**config.mk**
```make
export PLATFORM = sky130hd
export DESIGN_NAME = fft_frame_sequencer
export DESIGN_NICKNAME = d
export VERILOG_FILES = /design/src/rtl/fft_frame_sequencer.sv
export SDC_FILE = /design/constraint.sdc
export NUM_CORES = 1
export LEC_CHECK = 0
export ABC_CLOCK_PERIOD_IN_PS = 3700
export BUFFER_PORTS_ARGS = -buffer_cell sky130_fd_sc_hd__buf_2
export CAP_MARGIN = 20
export CORE_ASPECT_RATIO = 2
export CORE_MARGIN = 5
export CORE_UTILIZATION = 30
export CTS_CLUSTER_SIZE = 25
export DETAILED_ROUTE_END_ITERATION = 10
export GPL_TIMING_DRIVEN = 0
export HOLD_SLACK_MARGIN = 0.02
export SLEW_MARGIN = 20
export SYNTH_ARGS = -nofsm -noshare
export SYNTH_HDL_FRONTEND = slang
export SYNTH_SLANG_ARGS = --single-unit
```
**constraint.sdc**
```tcl
create_clock -name CLOCK_50 -period 3.7 [get_ports CLOCK_50]
set_input_delay 0.74 -clock CLOCK_50 [delete_from_list [all_inputs] [get_ports CLOCK_50]]
set_output_delay 0.74 -clock CLOCK_50 [all_outputs]
set_load 0.05 [all_outputs]
```
**src/rtl/fft_frame_sequencer.sv**
```systemverilog
// Frame sequencer between a show-ahead sample FIFO and an Avalon-ST FFT sink.
// Buffers one full frame, streams it with SOP/EOP, then waits for the FFT result.
module fft_frame_sequencer #(
  parameter int FRAME_LEN   = 8192,
  parameter int DATA_W      = 16,
  parameter int USEDW_W     = 14,
  parameter int IDX_W       = 13,
  parameter int TIMEOUT_CYC = 20000
) (
  input  logic               CLOCK_50,
  input  logic               reset,
  input  logic               enable,
  input  logic [DATA_W-1:0]  fifo_q,
  input  logic               fifo_rdempty,
  input  logic [USEDW_W-1:0] fifo_rdusedw,
  output logic               fifo_rdreq,
  input  logic               sink_ready,
  output logic               sink_valid,
  output logic               sink_sop,
  output logic               sink_eop,
  output logic [DATA_W-1:0]  sink_real,
  output logic [DATA_W-1:0]  sink_imag,
  output logic [1:0]         sink_error,
  input  logic               source_valid,
  input  logic               source_eop,
  output logic               source_ready,
  output logic               frame_done,
  output logic [15:0]        frame_count,
  output logic               underflow_err,
  output logic               timeout_err,
  output logic [1:0]         state_dbg
);

  localparam int TMO_W = $clog2(TIMEOUT_CYC);
  localparam logic [USEDW_W-1:0] FILL_LEVEL = USEDW_W'(FRAME_LEN);
  localparam logic [IDX_W-1:0]   LAST_IDX   = IDX_W'(FRAME_LEN - 1);
  localparam logic [TMO_W-1:0]   TMO_LAST   = TMO_W'(TIMEOUT_CYC - 1);

  typedef enum logic [1:0] {
    IDLE        = 2'b00,
    WAIT_FILL   = 2'b01,
    STREAM      = 2'b10,
    WAIT_RESULT = 2'b11
  } state_e;

  state_e             state_q, state_d;
  logic [IDX_W-1:0]   idx_q, idx_d;
  logic [TMO_W-1:0]   tmo_q, tmo_d;
  logic               frame_done_q;
  logic [15:0]        frame_count_q;
  logic               underflow_q;
  logic               timeout_q;
  logic               src_ready_q;
  logic               eop_hit;
  logic               tmo_hit;

  always_comb begin
    // NOTE: every signal driven here gets a default first so no path can infer a latch.
    state_d    = state_q;
    idx_d      = idx_q;
    tmo_d      = tmo_q;
    sink_valid = 1'b0;
    sink_sop   = 1'b0;
    sink_eop   = 1'b0;
    fifo_rdreq = 1'b0;
    eop_hit    = 1'b0;
    tmo_hit    = 1'b0;

    unique case (state_q)
      IDLE: begin
        if (enable) state_d = WAIT_FILL;
      end
      WAIT_FILL: begin
        if (!enable) begin
          state_d = IDLE;
        end else if (fifo_rdusedw >= FILL_LEVEL) begin
          state_d = STREAM;
          idx_d   = '0;
        end
      end
      STREAM: begin
        // Show-ahead FIFO: the head word is presented directly, popping only on a real transfer.
        sink_valid = !fifo_rdempty;
        sink_sop   = sink_valid && (idx_q == '0);
        sink_eop   = sink_valid && (idx_q == LAST_IDX);
        fifo_rdreq = sink_valid && sink_ready;
        if (fifo_rdreq) begin
          if (idx_q == LAST_IDX) begin
            state_d = WAIT_RESULT;
            idx_d   = '0;
            tmo_d   = '0;
          end else begin
            idx_d = idx_q + 1'b1;
          end
        end
      end
      WAIT_RESULT: begin
        tmo_d = tmo_q + 1'b1;
        // A result EOP on the final allowed cycle still counts as a completed frame.
        if (source_valid && source_eop) begin
          eop_hit = 1'b1;
          state_d = IDLE;
        end else if (tmo_q == TMO_LAST) begin
          tmo_hit = 1'b1;
          state_d = IDLE;
        end
      end
      default: state_d = IDLE;
    endcase
  end

  always_ff @(posedge CLOCK_50 or posedge reset) begin
    if (reset) begin
      state_q       <= IDLE;
      idx_q         <= '0;
      tmo_q         <= '0;
      frame_done_q  <= 1'b0;
      frame_count_q <= '0;
      underflow_q   <= 1'b0;
      timeout_q     <= 1'b0;
      src_ready_q   <= 1'b0;
    end else begin
      // NOTE: state registers use non-blocking assignments so all flops update from pre-edge values.
      state_q      <= state_d;
      idx_q        <= idx_d;
      tmo_q        <= tmo_d;
      frame_done_q <= eop_hit;
      src_ready_q  <= 1'b1;
      if (eop_hit) frame_count_q <= frame_count_q + 16'd1;
      if (state_q == STREAM && fifo_rdempty) underflow_q <= 1'b1;
      if (tmo_hit) timeout_q <= 1'b1;
    end
  end

  assign sink_real     = (state_q == STREAM) ? fifo_q : '0;
  assign sink_imag     = '0;
  assign sink_error    = 2'b00;
  assign source_ready  = src_ready_q;
  assign frame_done    = frame_done_q;
  assign frame_count   = frame_count_q;
  assign underflow_err = underflow_q;
  assign timeout_err   = timeout_q;
  assign state_dbg     = state_q;

endmodule

```
Word level (Yosys, flattened, before mapping) --
Cells that the tools add are included.
Storage, ports and cells: memory bits (read-only) 0, bits in writable memories 0, latch bits 0, output and inout port bits 60, memories kept 0, logic and storage cells 63, register bits 50, bits of input ports 37
Operators by class: $add $sub $neg 3, reductions and logical operators 13, order comparisons 1, shift operators 0, multipliers 0, equal/unequal tests 12, div/mod/pow operators 0, bitwise gates (word level) 0, muxes and demuxes 26
Operators with widths (number):
- 2-to-1 mux 13 bit | 4
- 2-to-1 mux 15 bit | 2
- case mux 15 bit (2 select lines) | 1
- case mux 13 bit (2 select lines) | 1
- adder 16 x 1 -> 16 bit, second input constant | 1
- 2-to-1 mux 16 bit | 1
- adder 15 x 1 -> 15 bit, second input constant | 1
- equality test 15 bit, second input constant | 1
- greater-or-equal comparator 14 bit, second input constant | 1
- 2-to-1 mux 2 bit | 7
- adder 13 x 1 -> 13 bit, second input constant | 1
- equality test 13 bit, second input constant | 1
- zero test 13 bit | 1
- inequality test 2 bit, second input constant | 5
- 2-to-1 mux 1 bit | 9
- case mux 2 bit (4 select lines) | 1
- inequality test 3 bit, second input constant | 2
- logical AND 1 bit | 5
- AND reduction 5 bit | 1
- equality test 2 bit, second input constant | 2
- AND reduction 4 bit | 1
- nonzero test 2 bit | 2
- AND reduction 3 bit | 1
- equality test 2 x 1 -> 1 bit, second input constant | 1
- 2 further kinds | 2

Longest topological paths before layout --
Gate-level depths: netlist of the first run.
depth in word-level cells 4, gate-level depth with buffers 7, gate-level depth less buffers 6

Least setup slack after synthesis of the first run --
Ideal clock, no wire load.
path kind reg-to-output, start point register (tool-made name), end point output port sink_sop, data required time 2.960 ns, path buffers 1, arrival time 2.370 ns, cell stages (with the launch flop) 5, slack 0.590 ns, path through dfrtp_1 buf_2 nand2b_1 nor2_1 and4_1
RTL lines:
- end: declaration | RTL line 19 | output logic sink_sop,

==> flow_summary.json, run 1 <==
{
  "share_comb_of_total_power": 0.396,
  "synth-seq-cells": 50,
  "timing.hold.ws_ps": 428.7,
  "core_region_area_um2": 9259,
  "antennaDiodeCount": 0,
  "use_met2": 0.2457,
  "post_cts_buffers": 0,
  "finalHoldViolations": 0,
  "die-area_um2": 11520,
  "start_kind": "flop",
  "max-slew-margin-rel": 0.6304,
  "wl_per_cell_um": 14.09,
  "routed_via_density": 4.817,
  "dr.pass1.iters": 5,
  "synth_cell_types": 47,
  "pwr-share-seq": 0.342,
  "yosysWarnings": 0,
  "drtIter0Drc": 55,
  "internal_power_mw": 1.140,
  "syn_area_per_cell_um2": 9.796,
  "grt_usage": 0.1238,
  "die_w_um": 78.45,
  "seq_area_frac_synth": 0.4450,
  "clock_path_buffers": 2,
  "slowest_stage": "clkbuf_1",
  "critPathMaxFanout": 10,
  "mostFrequentLayoutCells": "buf_2, dfrtp_1, nand2_1, nor2_1",
  "ios": 97,
  "power.leakage_nw": 1.752,
  "clkLatencyLatePin_ps": 290,
  "p_sw_uw": 836.1,
  "yosysTopAreaCell": "dfrtp_1",
  "layout_min_cycle_time_ps": 2957,
  "layout_commonest_cell": "buf_2",
  "power-per-cell-area_nw_per_um2": 561.8,
  "drv_slew": 0,
  "cts.reportedPaths.clkPinSlew_ps": 70,
  "synth_edf_count": 0,
  "slowest_delay_ps": 420,
  "ir_worst_vdd_mv": 0.3987,
  "cts_buffers": 5,
  "crit_arrival_ps": 2220,
  "cts_tree": "done",
  "hp-class": "input port to async pin",
  "grt_max_degree": 34,
  "clkPwrFrac": 0.262,
  "path_cells": "buf_2 > nor2b_1 > clkbuf_1 > clkbuf_1 > and2_1 > buf_2",
  "crit_required_ps": 2960,
  "synth_top_family_by_area": "simple AND/OR/NAND/NOR gates",
  "synth_flop_cell": "dfrtp_1",
  "antenna_found_initial": 0,
  "cts_hold_buf": 0,
  "row_count": 50,
  "met1_usage": 0.1195,
  "switching_share": 0.4232,
  "start_util": 0.3036,
  "rsz0062_at_grt": "false",
  "finalSetupViolations": 0,
  "vias": 2322,
  "synth-adder-area-share": 0.01780,
  "routed_wl_um": 6790,
  "grt_pass1_wl_um": 11540,
  "dieHeight_um": 146.9,
  "netlist_area_um2": 2811,
  "cts_num_sinks": 50,
  "synthTopCellsByArea": "dfrtp_1, xnor2_1, buf_4",
  "grt_pass1_vias": 2393,
  "final_cells": 482,
  "worstMarginPinSlew_ps": 553.8,
  "synth_xor_area_frac": 0.09346,
  "htree_levels": 2,
  "drc": 0,
  "fin_skew_ps": 6.280,
  "syn_inst": 287,
  "dp_cells": 474,
  "crit_type": "flop to output port",
  "cts_root_buf": "clkbuf_16",
  "syn_to_final_growth_pct": 25.10,
  "fin_crit_sh": 0.7993,
  "grt_use_met3": 0.02638,
  "fin_nets": 418,
  "antenna_left": 0,
  "busiest_layer": "met2",
  "cap_violations": 0,
  "n_fill_cell": 965,
  "portBuffers": 65,
  "status": "complete, no violations",
  "synthArstFlopShare": 1.000,
  "drive_gt1_frac": 0.3042,
  "ctsResizeCount": 0,
  "grt_overflow": 0,
  "synth_compound_area_frac": 0.08055,
  "yosys.area_share.simple": 0.2781,
  "fmax_ghz": 0.3381,
  "muxShareOfSynthArea": 0.01113,
  "endpoint_kind": "output port",
  "dp_hpwl_um": 5501,
  "yosysTopAreaCellShare": 0.4450,
  "fin_setup_tns_ps": 0,
  "gp_congestion": 0.7637
}
## metrics by stage
stage	util	power, mW	setup slack, ps	instance area (µm²)
floorplan	-	1.281	590.3	2875
global placement	0.3597	1.454	1039	3331
detailed placement	0.3619	1.472	1028	3351
CTS	0.3799	2.001	699.9	3517
global route	0.3799	2.078	549.1	3517
finish	0.3799	1.976	742.5	3517
## layout make-up
class                      count  area (µm²)  area share
inverter                       7       26.28    0.007471
buffer                        26       173.9     0.04945
timing repair buffer          66       345.3     0.09819
multi-input combinational    221        1424      0.4048
sequential                    50        1251      0.3557
clock inverter                 2       37.54     0.01067
tap                          104       130.1     0.03700
clock buffer                   6       128.9     0.03664
## worst max-delay path, delay by kind of cell, from the launching register on
family / cells / cell delay [ps]
buffers and inverters: 4 / 1200
flip-flops: 1 / 410
AND/OR/NAND/NOR: 2 / 310
## power by group through the flow
stage	clock [mW]	sequential [mW]	combinational (mW)
after global placement	0	0.682	0.772
after floorplan	0	0.761	0.520
after CTS	0.536	0.675	0.789
after global routing	0.556	0.687	0.835
after detailed placement	0	0.684	0.787
final	0.518	0.675	0.783
## cells in the mapped netlist, types with 2 or more instances
cell        n
dfrtp_1    50
nand2_1    26
nor2_1     26
buf_4      19
xnor2_1    19
and2_1     17
nand3_1    12
xor2_1     11
nand4_1    10
o21ai_0     9
inv_1       7
or3_1       6
and3_1      5
nor3_1      5
a21oi_1     4
and4_1      4
buf_2       4
ha_1        4
nor4b_1     4
o2111ai_1   4
a21oi_2     3
clkbuf_1    3
nand2b_1    3
nand4_2     3
nor4_1      3
a21o_1      2
conb_1      2
mux2i_1     2
nor3_2      2
## logic make-up (layout without fill, tap and decap cells)
| kind of cell | after synthesis | count (layout) |
|---|---|---|
| other | 2 | 19 |
| buffers and inverters | 33 | 107 |
| XOR/XNOR | 30 | 30 |
| AO/OA/AOI/OAI | 31 | 31 |
| adder cells (fa/ha/maj) | 4 | 4 |
| flip-flops | 50 | 50 |
| multiplexers | 3 | 3 |
| AND/OR/NAND/NOR | 134 | 134 |
## per-layer routing
| metal | share of wire | vias to the layer above |
|---|---|---|
| met3 | 0.047 | 11 |
| li1 | - | 1132 |
| met5 | 0 | - |
| met2 | 0.59 | 56 |
| met4 | 0.022 | 0 |
| met1 | 0.34 | 1123 |
## sequential cells by signal (all words and copies together), names as in the netlist, named ones only
signal         cells
frame_done         1
tmo_q             15
state_dbg          1
idx_q             13
source_ready       1
underflow_err      1
timeout_err        1
frame_count       16
## path summary, 6_finish.rpt
check,startpoint,end,slack [ps],cells after the start
worst max-delay path,flop,sink_real[13],740,6
worst min register to register,underflow_err,underflow_err,470,1
worst min-delay path,reset,idx_q[7],430,2
min in group CLOCK_50,underflow_err,underflow_err,470,1
max in group asynchronous,reset,tmo_q[3],2760,3
worst max register to register,idx_q[0],tmo_q[5],1550,6
Power figures use the tool's default switching activity.
==> run 2, diff against run 1 <==
--- a/config.mk
+++ b/config.mk
@@ -5,7 +5,7 @@
 export SDC_FILE = /design/constraint.sdc
 export NUM_CORES = 1
 export LEC_CHECK = 0
-export ABC_CLOCK_PERIOD_IN_PS = 3700
+export ABC_CLOCK_PERIOD_IN_PS = 2370
 export BUFFER_PORTS_ARGS = -buffer_cell sky130_fd_sc_hd__buf_2
 export CAP_MARGIN = 20
 export CORE_ASPECT_RATIO = 2
==> constraint.sdc (replaced) <==
create_clock -name CLOCK_50 -period 2.37 [get_ports CLOCK_50]
set_input_delay 0.474 -clock CLOCK_50 [delete_from_list [all_inputs] [get_ports CLOCK_50]]
set_output_delay 0.474 -clock CLOCK_50 [all_outputs]
set_load 0.05 [all_outputs]
==> flow_summary.json, run 2 (synthesis gave the netlist of run 1 again) <==
{
  "antenna_found_initial": 0,
  "vias": 2279,
  "largest_reg_flops": 16,
  "worstRegToRegCells": 7,
  "fin_crit_sh": 0.9741,
  "die-area_um2": 11520,
  "clkLatencyLatePin_ps": 290,
  "crit_required_ps": 1900,
  "cts_tree": "done",
  "core_region_area_um2": 9259,
  "gp_congestion": 0.8281,
  "wl_per_cell_um": 14.09,
  "drc": 0,
  "fin_setup_tns_ps": 0,
  "syn_to_final_growth_pct": 29.24,
  "cts.reportedPaths.clkPinSlew_ps": 60,
  "cts_root_buf": "clkbuf_16",
  "finalHoldViolations": 0,
  "grt_pass1_wl_um": 11440,
  "timing.hold.ws_ps": 215.9,
  "cts_buffers": 5,
  "setup_ws_ps": 61.30,
  "ios": 97,
  "die_w_um": 78.45,
  "drv_slew": 0,
  "post-place-ws_ps": -29.29,
  "crit_arrival_ps": 1830,
  "dieHeight_um": 146.9,
  "start_kind": "flop",
  "hp-class": "input port to async pin",
  "power_mw": 3.223,
  "cts_num_sinks": 50,
  "drive_gt1_frac": 0.3691,
  "routed_via_density": 4.689,
  "endpoint_kind": "output port",
  "crit_type": "flop to output port",
  "cap_violations": 0,
  "grt_overflow": 0,
  "row_count": 50,
  "layout_commonest_cell": "buf_2",
  "grt_usage": 0.1247,
  "worstMarginPinSlew_ps": 548.3,
  "n_fill_cell": 924,
  "antennaDiodeCount": 0,
  "dpl_cell_area_um2": 3371,
  "fmax_ghz": 0.4331,
  "clock_path_buffers": 2,
  "status": "complete, no violations",
  "design_area_um2": 3633,
  "fin_skew_ps": 4.500,
  "dp_hpwl_um": 5469,
  "mostFrequentLayoutCells": "buf_2, dfrtp_1, nand2_1, nor2_1, buf_4",
  "antenna_left": 0,
  "grt_pass1_vias": 2411,
  "finalSetupViolations": 0,
  "drtIter0Drc": 66,
  "htree_levels": 2,
  "critPathMaxFanout": 5,
  "fin_nets": 422,
  "portBuffers": 65,
  "dr.pass1.iters": 4,
  "power-per-cell-area_nw_per_um2": 887.0,
  "max-slew-margin-rel": 0.6317,
  "layout_min_cycle_time_ps": 2309,
  "cts_hold_buf": 0,
  "grt_max_degree": 29,
  "power.leakage_nw": 1.809,
  "routed_wl_um": 6848,
  "start_util": 0.3036,
  "ir_worst_vdd_mv": 0.5509
}
-- run 2: report_power, final --
| part | internal, mW | total (mW) | switching [mW] |
|---|---|---|---|
| Combinational | 0.351 | 1.25 | 0.896 |
| Sequential | 0.948 | 1.06 | 0.108 |
| Clock | 0.606 | 0.921 | 0.315 |
-- run 2: metal layers --
layer	vias to the layer above	track usage	part of all wire
met5	-	0	0
met4	0	0.06830	0.032
met2	54	0.2504	0.59
met1	1063	0.1152	0.35
met3	16	0.01656	0.030
li1	1146	-	-
-- run 2: path summary, 6_finish.rpt --
path | slack, ps | from | end
hold / removal | 220 | reset | idx_q[10]
min in group CLOCK_50 | 420 | fifo_rdusedw[13] | state_dbg[0]
hold reg to reg | 460 | underflow_err | underflow_err
setup / recovery | 60 | idx_q[4] | sink_eop
max in group asynchronous | 1630 | reset | idx_q[3]
setup reg to reg | 260 | idx_q[5] | tmo_q[7]
-- run 2: per-stage QoR --
stage               cells    util
floorplan             304       -
global placement      473  0.3619
detailed placement    474  0.3641
CTS                   485  0.3900
global route          486  0.3924
finish                486  0.3924
-- run 2: cell type report --
class / instances / area (µm²) / share of cell area
well taps: 104 / 130.1 / 0.03581
clock buffers: 5 / 125.1 / 0.03444
plain buffers: 25 / 176.4 / 0.04855
inverters: 7 / 26.28 / 0.007231
multi-input cells: 221 / 1460 / 0.4019
clock inverters: 3 / 68.82 / 0.01894
flip-flops and latches: 50 / 1255 / 0.3454
repair buffers: 71 / 391.6 / 0.1078
-- run 2: critical path, cell delays in order, from the launching register on --
cell and delay, ps:
dfrtp_1 360, and4_4 230, nand2_2 80, or3_1 380, buf_4 180, nor3_4 130, buf_6 180
-- run 2: repair_timing --
| item | CTS | global route |
|---|---|---|
| pin swaps | 0 | 0 |
| buffers inserted | 4 | 1 |
| cloned | 0 | 0 |
| gates resized for setup | 7 | 8 |
| setup endpoints to repair | 17 | 18 |
